**src/rtl/if_fetch_ctrl.sv**
```systemverilog
// Instruction fetch controller.
// Issues one-at-a-time requests to the ICache under a credit limit and
// buffers returned instructions in a small FIFO for decode. Redirects flush
// the FIFO and drop any outstanding response.
// Ports:
//   clk, resetn                  clock, synchronous active-low reset
//   redirect_valid, redirect_pc  branch/exception redirect
//   ic_valid, ic_tag, ic_index,  ICache request (physical address fields)
//   ic_offset, ic_is_cache
//   ic_stall                     freezes the ICache request buffer
//   ic_busy, ic_rdata            ICache status and read data
//   inst_valid, inst_ready,      instruction queue head to decode
//   inst_pc, inst
module if_fetch_ctrl #(
    parameter logic [31:0] RESET_PC = 32'hBFC0_0000,
    parameter int unsigned FQ_DEPTH = 4
) (
    input  logic        clk,
    input  logic        resetn,
    input  logic        redirect_valid,
    input  logic [31:0] redirect_pc,
    output logic        ic_valid,
    output logic [19:0] ic_tag,
    output logic [7:0]  ic_index,
    output logic [3:0]  ic_offset,
    output logic        ic_is_cache,
    output logic        ic_stall,
    input  logic        ic_busy,
    input  logic [31:0] ic_rdata,
    output logic        inst_valid,
    input  logic        inst_ready,
    output logic [31:0] inst_pc,
    output logic [31:0] inst
);

    localparam int unsigned PTR_W = $clog2(FQ_DEPTH);
    localparam int unsigned CNT_W = PTR_W + 1;

    typedef enum logic {RUN, DRAIN} state_t;

    state_t             state;
    logic [31:0]        pc;
    logic [31:0]        req_pc;
    logic               inflight;
    logic [PTR_W-1:0]   wr_ptr;
    logic [PTR_W-1:0]   rd_ptr;
    logic [CNT_W-1:0]   count;
    logic [31:0]        q_pc   [FQ_DEPTH];
    logic [31:0]        q_inst [FQ_DEPTH];

    logic [31:0]        paddr;
    logic               credit_ok;
    logic               accept;
    logic               resp;
    logic               push;
    logic               pop;

    // Address translation and request qualification
    always_comb begin
        paddr       = (pc[31:30] == 2'b10) ? {3'b000, pc[28:0]} : pc;
        ic_tag      = paddr[31:12];
        ic_index    = paddr[11:4];
        ic_offset   = paddr[3:0];
        ic_is_cache = (pc[31:29] != 3'b101);
        ic_stall    = ic_busy;
        credit_ok   = (count + CNT_W'(inflight)) < CNT_W'(FQ_DEPTH);
        ic_valid    = resetn && (state == RUN) && !redirect_valid && credit_ok;
        accept      = ic_valid && !ic_busy;
        resp        = inflight && !ic_busy;
        push        = resp && (state == RUN) && !redirect_valid;
        inst_valid  = resetn && (count != '0);
        pop         = inst_valid && inst_ready && !redirect_valid;
        inst_pc     = q_pc[rd_ptr];
        inst        = q_inst[rd_ptr];
    end

    // Fetch state, credit tracking and instruction queue
    always_ff @(posedge clk) begin
        if (!resetn) begin
            state    <= RUN;
            pc       <= RESET_PC;
            req_pc   <= '0;
            inflight <= 1'b0;
            wr_ptr   <= '0;
            rd_ptr   <= '0;
            count    <= '0;
        end else if (redirect_valid) begin
            pc     <= {redirect_pc[31:2], 2'b00};
            wr_ptr <= '0;
            rd_ptr <= '0;
            count  <= '0;
            // A miss still in progress must be drained; a response arriving now is just dropped.
            if (inflight && ic_busy) begin
                state <= DRAIN;
            end else begin
                inflight <= 1'b0;
                state    <= RUN;
            end
        end else begin
            if (accept) begin
                pc     <= pc + 32'd4;
                req_pc <= pc;
            end
            if (state == DRAIN) begin
                if (!ic_busy) begin
                    inflight <= 1'b0;
                    state    <= RUN;
                end
            end else begin
                inflight <= accept || (inflight && ic_busy);
            end
            if (push) begin
                q_pc[wr_ptr]   <= req_pc;
                q_inst[wr_ptr] <= ic_rdata;
                wr_ptr         <= wr_ptr + PTR_W'(1);
            end
            if (pop) begin
                rd_ptr <= rd_ptr + PTR_W'(1);
            end
            count <= count + CNT_W'(push) - CNT_W'(pop);
        end
    end

    // The credit limit must make a push into a full queue impossible
    always_ff @(posedge clk) begin
        if (resetn) begin
            assert (!(push && (count == CNT_W'(FQ_DEPTH))))
                else $error("if_fetch_ctrl: push into full instruction queue");
        end
    end

endmodule

```
**config.mk**
```make
export PLATFORM = sky130hd
export DESIGN_NAME = if_fetch_ctrl
export DESIGN_NICKNAME = d
export VERILOG_FILES = /design/src/rtl/if_fetch_ctrl.sv
export SDC_FILE = /design/constraint.sdc
export NUM_CORES = 1
export LEC_CHECK = 0
export CORE_UTILIZATION = 35
export CTS_CLUSTER_DIAMETER = 40
export DETAILED_ROUTE_END_ITERATION = 8
export PLACE_DENSITY = 0.61
export SLEW_MARGIN = 0
export SYNTH_ARGS = -nofsm -noshare
export SYNTH_HDL_FRONTEND = slang
export SYNTH_SLANG_ARGS = --single-unit
```
**constraint.sdc**
```tcl
create_clock -name clk -period 3.6 [get_ports clk]
set_input_delay 0.72 -clock clk [delete_from_list [all_inputs] [get_ports clk]]
set_output_delay 0.72 -clock clk [all_outputs]
set_load 0.02 [all_outputs]
```
==> flow_metrics.py <==
metrics = {
    "final_layout": {
        "antenna_cells": 0,
        "final_util_pct": 45.90,
        "area_delta_synth_final_pct": 29.60,
        "drive_gt1_share_pct": 18.09,
        "fin_area_um2": 16290,
        "nets": 1048,
    },
    "place": {
        "io_buffers": 162,
        "dp_hpwl_mm": 18.93,
        "pre_cts_ws_ns": 0.4338,
        "gp_congestion": 0.8064,
        "place_area_um2": 14770,
    },
    "detailed_routing": {
        "drcViolationCount": 0,
        "ant_nets": 0,
        "detail_route.iter0.violations": 524,
        "routed_wl_mm": 29.16,
        "drt-pass1-iter-count": 5,
        "vias": 7382,
        "via_per_inst": 5.032,
        "avgRoutedWirePerCell_um": 19.88,
    },
    "critical_path": {
        "cp_num_buf_inv": 2,
        "path_cells": "buf_4 > mux4_2 > clkdlybuf4s50_1",
        "crit_path_end_kind": "output pin",
        "slowest_delay_ns": 0.59,
        "arrival_ns": 2.51,
        "critPathMaxFanout": 15,
        "worstPathRequired_ns": 2.88,
        "slowest_stage": "clkdlybuf4s50_1",
        "crit_family": "buffers and inverters",
        "critPathKind": "flip-flop to output pin",
        "start_kind": "flip-flop",
    },
    "run_status": {
        "status": "complete, no violations",
    },
    "global_route": {
        "antenna_found_initial": 0,
        "overflow": 0,
        "grt_pass1_vias": 7442,
        "grt_pass1_wl_mm": 43.93,
        "grt_usage_pct": 16.05,
        "grt_max_degree": 56,
    },
    "sta": {
        "finalCriticalPeriod_ns": 3.226,
        "rsz0062_at_grt": "false",
        "finalHoldViolations": 0,
        "period_share_pct": 89.60,
        "clock_skew_ns": 0.01332,
        "setup_viol": 0,
        "tns_ns": 0,
        "final_max_slew_viol_count": 0,
        "setup_ws_ns": 0.3745,
        "slew-limit-headroom_pct": 50.43,
        "worst_slew_pin_slew_ns": 0.7368,
        "fmax_mhz": 310.0,
    },
    "clock_tree": {
        "cts.sinks": 319,
        "post_cts_resize_count": 0,
        "cts_buffers": 44,
        "cts_tree": "built",
        "ctsRootBufferMaster": "clkbuf_16",
        "clk_latency_ns": 0.53,
        "path_clk_slew_ns": 0.06,
        "htree_num_levels": 2,
        "ctsLongestPathBuffers": 3,
        "hold_buffers": 0,
        "post_cts_buffers": 0,
    },
    "power_and_ir_drop": {
        "powerDensity_nw_per_um2": 537.7,
        "vdd_drop_max_mv": 0.2859,
        "leakage_nw": 5.315,
    },
    "die": {
        "die-area_um2": 36670,
        "io_pins": 169,
        "rows": 69,
        "initial_utilization_pct": 35.42,
        "die_y_um": 191.5,
        "fp.dieW_um": 191.5,
        "core_um2": 35480,
    },
    "synthesis": {
        "yosysTopAreaCellShare_pct": 59.26,
        "synth-seq-cells": 319,
        "synth_edf_count": 248,
        "yosysSeqAreaShare_pct": 70.57,
        "async_flop_share_pct": 0,
        "synth_area_um2": 12570,
        "syn_area_per_cell_um2": 15.73,
        "yosysTopAreaCell": "edfxtp_1",
        "ys_warn_count": 0,
        "synthTopCellsByArea": "edfxtp_1 (59%), dfxtp_1 (11%), mux4_2 (11%), nand2_1 (3.0%), a21oi_1 (2.0%)",
        "synthCells": 799,
        "ys.flop_type": "edfxtp_1",
        "synthDistinctLibCells": 49,
    },
    "hold_path": {
        "min_path_type": "flip-flop to flip-flop",
    },
    "run": {
        "maxCapViolations": 0,
    },
}
## worst paths after layout
kind         slack, ns  depth (start not counted)                      end                     from
max               0.37                          3              inst_pc[13]                flip-flop
min               0.49                          2  req_pc[24]$_SDFFE_PN0P_  req_pc[24]$_SDFFE_PN0P_
max reg2reg       1.13                          6      pc[18]$_SDFFE_PN0P_       pc[2]$_SDFFE_PN0P_
min reg2reg       0.49                          2  req_pc[24]$_SDFFE_PN0P_  req_pc[24]$_SDFFE_PN0P_
## area by class of cell
cell class / instances / area, um2
clock inverters: 24 / 319.1
flip-flops and latches: 319 / 8876
repair buffers: 196 / 1989
inverters: 13 / 48.80
clock buffers: 57 / 1201
fillers: 3092 / 19200
well taps: 461 / 576.8
multi-input cells: 397 / 3276
## through the flow
step	total power [mW]	std cells	hold WS (ns)
final	8.757	1467	0.4944
after global routing	9.023	1467	0.5255
after floorplan	4.262	802	0.4578
after CTS	8.849	1467	0.4982
after detailed placement	4.439	1386	0.4886
after global placement	4.434	1386	0.4777
## state kept, by name, summed over array words and instances (netlist names), named ones only
register and cells:
q_inst 128, q_pc 120, pc 30, req_pc 30, count 3, rd_ptr 2
wr_ptr 2, inflight 1, state 1
## metal layers
| layer | share of wire (%) | vias to the layer above | routed length (um) | global-route usage (%) |
|---|---|---|---|---|
| met3 | 6.3 | 51 | 1847 | 3.470 |
| met2 | 47 | 257 | 13810 | 26.63 |
| met4 | 2.5 | 0 | 715 | 5.098 |
| met1 | 44 | 3670 | 12790 | 20.90 |
| met5 | 0 | - | 0 | 0 |
| li1 | - | 3404 | - | - |
## report_power, final
| part | switching (mW) | internal (mW) |
|---|---|---|
| Clock | 1.63 | 2.76 |
| Combinational | 0.169 | 0.155 |
| Sequential | 0.0563 | 3.98 |
## worst register-to-register path: stages (launching register included)
cell	delay, ns
dfxtp_1	0.43
ha_1	0.31
nand4_1	0.32
nor4_1	0.66
nand3_1	0.18
or3_1	0.34
a31oi_1	0.16
## placed cells by master (no fill, tap or decap), types with 9 or more instances in the layout
cell	instances
clkdlybuf4s50_1	162
nand3_1	17
clkbuf_1	9
nand2_1	102
o21ai_0	11
a21oi_1	49
inv_1	11
mux4_2	62
edfxtp_1	248
nand4_1	18
dfxtp_1	69
buf_12	9
nor2_1	24
buf_4	25
nor3_1	11
clkbuf_16	45
## Yosys cell counts, types with 2 or more instances
cell	instances
edfxtp_1	248
nand2_1	102
dfxtp_1	71
mux4_2	62
a21oi_1	49
buf_4	32
clkbuf_1	28
nor2_1	25
nand4_1	18
nand3_1	17
inv_1	12
nor3_1	11
o21ai_0	11
a31oi_1	8
and2_1	8
and3_1	8
buf_2	7
ha_1	7
mux2i_1	7
nor4_1	7
buf_1	6
o211ai_1	6
xnor2_1	5
o311ai_0	4
a311oi_1	3
or3_1	3
or4_1	3
xor2_1	3
a211o_1	2
a22oi_1	2
mux2_2	2
nand3b_1	2
o21a_1	2
o22ai_1	2
o31a_1	2
## logic make-up (layout without fill, tap and decap cells)
kind of cell,after synthesis,after routing,share of synthesized area [%]
mux,72,72,11.97
other cells,1,4,0.02984
compound gates,94,94,4.450
xor+xnor,8,8,0.5576
buf+inv,86,290,3.594
simple gates,211,211,7.975
flops,319,319,70.57
fa+ha+maj,8,8,0.8562
No activity file was read; power rests on OpenSTA's default activity.
